## src/rtl/program_loader.sv

```systemverilog
// -----------------------------------------------------------------------------
// program_loader
//
// Streams a program into instruction memory. A load is a little-endian byte
// stream: a 16-bit word count (low byte first) followed by that many 32-bit
// instruction words, each sent least-significant byte first. Each assembled
// word is written to the next word address, starting at 0. The CPU is held
// for the whole load. When idle, the loader is transparent: the CPU program
// counter drives the memory address and writes are disabled.
//
// Ports
//   clk               system clock, rising edge
//   reset             asynchronous, active-high; returns to IDLE at once
//   load_start        one-cycle request to begin a load (seen only in IDLE)
//   byte_data[7:0]    stream byte
//   byte_valid        byte_data holds a valid byte
//   byte_ready        loader accepts a byte this cycle
//   cpu_pc[31:0]      CPU fetch byte address
//   cpu_hold          CPU must stall (any state other than IDLE)
//   mem_byte_address  byte address to instruction memory
//   mem_write_enable  instruction memory write strobe
//   mem_write_data    word to write
//   load_done         one-cycle pulse, load completed
//   load_error        one-cycle pulse, length header rejected
// -----------------------------------------------------------------------------
module program_loader #(
  parameter int MAX_WORDS = 256
) (
  input  logic        clk,
  input  logic        reset,
  input  logic        load_start,
  input  logic [7:0]  byte_data,
  input  logic        byte_valid,
  output logic        byte_ready,
  input  logic [31:0] cpu_pc,
  output logic        cpu_hold,
  output logic [31:0] mem_byte_address,
  output logic        mem_write_enable,
  output logic [31:0] mem_write_data,
  output logic        load_done,
  output logic        load_error
);

  typedef enum logic [2:0] {
    S_IDLE,
    S_LEN_LO,
    S_LEN_HI,
    S_DATA,
    S_WRITE,
    S_DONE,
    S_ERROR
  } state_t;

  state_t      r_state;
  state_t      w_next_state;

  logic [8:0]  r_word_index;   // 9 bits: must be able to reach MAX_WORDS
  logic [1:0]  r_byte_count;   // byte lane within the word being assembled
  logic [15:0] r_length;
  logic [31:0] r_word;

  logic        w_handshake;
  logic [15:0] w_len_full;
  logic        w_len_ok;
  logic [8:0]  w_index_next;
  logic        w_last_word;

  assign w_handshake  = byte_valid && byte_ready;
  // The high length byte is still on the bus in LEN_HI, so the range check
  // uses it directly rather than waiting a cycle for r_length to update.
  assign w_len_full   = {byte_data, r_length[7:0]};
  assign w_len_ok     = (w_len_full != 16'd0) && (w_len_full <= 16'(MAX_WORDS));
  assign w_index_next = r_word_index + 9'd1;
  assign w_last_word  = ({7'd0, w_index_next} == r_length);

  // State register.
  // NOTE: sequential state uses non-blocking (<=) so every register samples
  // pre-edge values; blocking here would create order-dependent simulation.
  always_ff @(posedge clk or posedge reset) begin
    if (reset) begin
      r_state <= S_IDLE;
    end else begin
      r_state <= w_next_state;
    end
  end

  // Next-state logic.
  // NOTE: default assigned first so every path drives w_next_state and no
  // latch is inferred.
  always_comb begin
    w_next_state = r_state;
    unique case (r_state)
      S_IDLE:   if (load_start) w_next_state = S_LEN_LO;
      S_LEN_LO: if (w_handshake) w_next_state = S_LEN_HI;
      S_LEN_HI: if (w_handshake) w_next_state = w_len_ok ? S_DATA : S_ERROR;
      S_DATA:   if (w_handshake && (r_byte_count == 2'd3)) w_next_state = S_WRITE;
      S_WRITE:  w_next_state = w_last_word ? S_DONE : S_DATA;
      S_DONE:   w_next_state = S_IDLE;
      S_ERROR:  w_next_state = S_IDLE;
      default:  w_next_state = S_IDLE;
    endcase
  end

  // Outputs decoded from the state register only, so they are glitch-free
  // and drop to their reset values the instant reset asserts.
  always_comb begin
    byte_ready       = 1'b0;
    mem_write_enable = 1'b0;
    load_done        = 1'b0;
    load_error       = 1'b0;
    cpu_hold         = (r_state != S_IDLE);
    unique case (r_state)
      S_LEN_LO, S_LEN_HI, S_DATA: byte_ready       = 1'b1;
      S_WRITE:                    mem_write_enable = 1'b1;
      S_DONE:                     load_done        = 1'b1;
      S_ERROR:                    load_error       = 1'b1;
      default: ;
    endcase
  end

  // The address mux is the one combinational path: the CPU sees memory
  // directly whenever no load is in progress.
  assign mem_byte_address = (r_state == S_IDLE) ? cpu_pc
                                                : {21'd0, r_word_index, 2'b00};
  assign mem_write_data   = r_word;

  // Datapath registers.
  always_ff @(posedge clk or posedge reset) begin
    if (reset) begin
      r_word_index <= 9'd0;
      r_byte_count <= 2'd0;
      r_length     <= 16'd0;
      r_word       <= 32'd0;
    end else begin
      unique case (r_state)
        S_IDLE: begin
          if (load_start) begin
            r_word_index <= 9'd0;
            r_byte_count <= 2'd0;
            r_length     <= 16'd0;
          end
        end
        S_LEN_LO: if (w_handshake) r_length[7:0]  <= byte_data;
        S_LEN_HI: if (w_handshake) r_length[15:8] <= byte_data;
        S_DATA: begin
          if (w_handshake) begin
            r_word[{r_byte_count, 3'b000} +: 8] <= byte_data;
            r_byte_count <= r_byte_count + 2'd1;
          end
        end
        S_WRITE: r_word_index <= w_index_next;
        default: ;
      endcase
    end
  end

endmodule

```

## config.mk

```make
export PLATFORM = sky130hd
export DESIGN_NAME = program_loader
export DESIGN_NICKNAME = d
export VERILOG_FILES = /design/src/rtl/program_loader.sv
export SDC_FILE = /design/constraint.sdc
export NUM_CORES = 1
export LEC_CHECK = 0
export CAP_MARGIN = 15
export CELL_PAD_IN_SITES_DETAIL_PLACEMENT = 0
export CELL_PAD_IN_SITES_GLOBAL_PLACEMENT = 1
export CORE_MARGIN = 10
export CORE_UTILIZATION = 41
export DETAILED_ROUTE_END_ITERATION = 8
export DONT_BUFFER_PORTS = 1
export GPL_TIMING_DRIVEN = 0
export PLACE_DENSITY = 0.74
export SYNTH_ARGS = -nofsm -noshare
export SYNTH_HDL_FRONTEND = slang
export SYNTH_SLANG_ARGS = --single-unit
```

## constraint.sdc

```tcl
create_clock -name clk -period 2.9 [get_ports clk]
set_clock_uncertainty 0.05 [all_clocks]
set_input_delay 0.29 -clock clk [delete_from_list [all_inputs] [get_ports clk]]
set_output_delay 0.29 -clock clk [all_outputs]
set_load 0.1 [all_outputs]
```

==> impl_metrics.toml <==
[synth]
avgSynthCellArea_um2 = 8.44
synth_flop_cell = "dfrtp_1"
synth_compound_area_frac = 0.153
synth_xor_area_frac = 0.0231
synth.area.mux_share = 0.0389
synth_edf_count = 0
synth.distinct_cells = 51
syn_area_um2 = 3410
ys_ff_latch = 62
synth_warnings = 0
synthAdderAreaFrac = 0.0250
synth_top_area_cell = "dfrtp_1"
synthArstFlopShare = 1.00
yosysTopAreaCellShare = 0.455
postSynthCellCount = 404
synth_simple_gate_area_frac = 0.264
syn-num-nets = 454
netlist_top_cells_area = "dfrtp_1 (46%), nand2_1 (13%), o21ai_0 (9.8%)"
ys_seq_area_frac = 0.455
synth_top_family_by_area = "simple AND/OR/NAND/NOR gates"

[sta]
min_period_ns = 2.66
final.period_utilization = 0.917
hold_violations = 0
relSlewSlack = 0.289
max_freq_mhz = 376
slew_violations = 0
rsz0062_at_grt = "no"
worstMarginPinSlew_ns = 1.07
setup_viol = 0

[critical_path]
cp_data_required_time_ns = 2.56
arrival_ns = 2.32
worst_path_most_repeated_cell = "clkbuf_1"
end_kind = "output port"
crit_family = "simple AND/OR/NAND/NOR gates"
slowest_stage = "and2_2"
cp-start-kind = "flop"
crit_chain = "clkbuf_1 > nor3_4 > buf_4 > clkbuf_1 > and2_2"
worst-path-max-fanout = 10
cp_num_buf_inv = 3
slowest_delay_ns = 0.55
path_class = "reg2out"

[detailed_routing]
drc = 0
met1_length_mm = 3.91
vias_per_cell = 5.24
routed-via-count = 2780
ant_nets = 0
wire_per_inst_um = 17.8
drt_iter0_markers = 91
met3_wirelength_um = 965
firstDrtPassIters = 4
wirelength_mm = 9.45
route.met2.wl_mm = 4.51
highest_layer = "met4"

[placement]
portBuffers = 0
dp_hpwl_mm = 6.98
place_congestion = 0.826
placedCellCount = 510

[finish]
fin_util = 0.475
final_cell_mix = "nand2_1 (115), o21ai_0 (66), dfrtp_1 (62)"
nNetsFinal = 471
area_growth_pct = 13.5
drive_gt1_frac = 0.160
nFillCells = 797
regArea_um2 = 1550
layout_commonest_cell = "nand2_1"
final_cells = 531
diodes = 0
multi_input_area_um2 = 1770

[worst_hold_path]
hold_path_class = "in2reg"

[clock_tree]
cts_made_buffers = 9
cts_root_buffer = "clkbuf_8"
clock_sinks = 62
clockBufferDepth = 2
cts_htree_levels = 3
clk_latency_ns = 0.34
clk_pin_slew_ns = 0.08
cts_tree = "done"

[power]
switching_power_uw = 2810
leakage_uw = 0.00165
seqPwrFrac = 0.317
p_int_uw = 2040
p_clk_frac = 0.173
ir_drop_uv = 548
combPwrFrac = 0.510
switching_share = 0.580
power_density_nw_per_um2 = 1250

[grt]
grt_pass1_vias = 2773
grt_pass1_wl_mm = 15.2
overflow = 0
antenna_found_initial = 0
grt_max_degree = 37
grt_util_all_layers = 0.149

[floorplanning]
die-width_um = 111
std_cell_rows = 33
dieArea_um2 = 12400
io_pins = 113
chipHeight_um = 111
core-area_um2 = 8130
start_util = 0.419

[status]
outcome = "complete, no violations"

[run]
drv_cap = 0
registers in the layout, summed over array words and instances (netlist names):
register,cells
r_length,16
r_state,3
r_word_index,9
mem_write_data,32
r_byte_count,2
stage by stage:
stage,total power (uW),instance area [um2],TNS [ns],setup WS (ns),hold slack [ns]
final,4850,3870,0,0.240,0.0212
after global routing,5100,3870,0,0.0995,0.00748
after CTS,4840,3830,0,0.00598,0.00872
after detailed placement,3950,3570,-0.145,-0.0238,0.240
after global placement,3930,3540,-0.266,-0.122,0.379
after floorplan,3660,3410,0,0.238,0.376
cells by family (layout without fill, tap and decap cells):
logic type / Yosys count / in the layout
AOI/OAI and AO/OA: 91 / 91
xor gates and xnor gates: 9 / 9
adders and majority gates: 7 / 7
buffers and inverters: 32 / 54
DFF: 62 / 62
muxes: 12 / 12
and+or+nand+nor: 191 / 191
layer usage:
metal	vias to the layer above	track usage
met2	92	0.244
li1	1395	-
met5	-	0
met3	5	0.0752
met4	0	0.0308
met1	1288	0.169
synth_stat cells (3+ instances only):
master	n
o21ai_0	67
dfrtp_1	62
nor2b_1	3
xnor2_1	5
mux2_2	10
nand4_1	3
a31oi_1	3
buf_2	3
nor2_1	10
xor2_1	4
nor3_1	8
ha_1	6
clkbuf_1	17
nand3_1	3
or4_1	3
and2_1	27
nor3b_1	4
nand2_1	115
a21oi_1	6
inv_1	7
worst register-to-register path: cells and delay by family (launching register included):
kind / cells / cell delay [ns]
buffers and inverters: 2 / 0.90
DFF: 1 / 0.40
and+or+nand+nor: 3 / 0.79
AOI/OAI and AO/OA: 2 / 0.23
power by group through the flow:
stage | clock (uW) | sequential, uW | combinational (uW)
after floorplan | 0 | 1510 | 2150
after CTS | 853 | 1540 | 2440
after global routing | 894 | 1570 | 2640
final | 838 | 1540 | 2470
after global placement | 0 | 1550 | 2370
after detailed placement | 0 | 1560 | 2400
area by class of cell:
| class | count | share of cell area |
|---|---|---|
| multi-input combinational | 310 | 0.457 |
| clock inverter | 5 | 0.0217 |
| clock buffer | 11 | 0.0340 |
| tap | 105 | 0.0340 |
| timing repair buffer | 6 | 0.0155 |
| sequential | 62 | 0.401 |
| buffer | 24 | 0.0281 |
| inverter | 8 | 0.00809 |
worst paths after layout:
kind	startpoint	endpoint	slack [ns]	depth (start not counted)
setup / recovery	r_state[1]	mem_byte_address[27]	0.24	5
hold / removal	byte_data[3]	mem_write_data[11]	0.02	2
setup reg to reg	r_state[1]	r_word_index[7]	0.41	7
hold reg to reg	r_length[15]	r_length[15]	0.43	2
max in group asynchronous	reset	mem_write_data[10]	1.75	3
min in group asynchronous	reset	r_byte_count[0]	0.44	2
repair_timing:
item,CTS,global route
buffers inserted,0,4
cloned,0,0
endpoints found under the hold margin,26,0
setup endpoints to repair,28,9
pin swaps,0,1
resized for setup,25,1
hold buffers,1,0
Power figures use the tool's default switching activity.
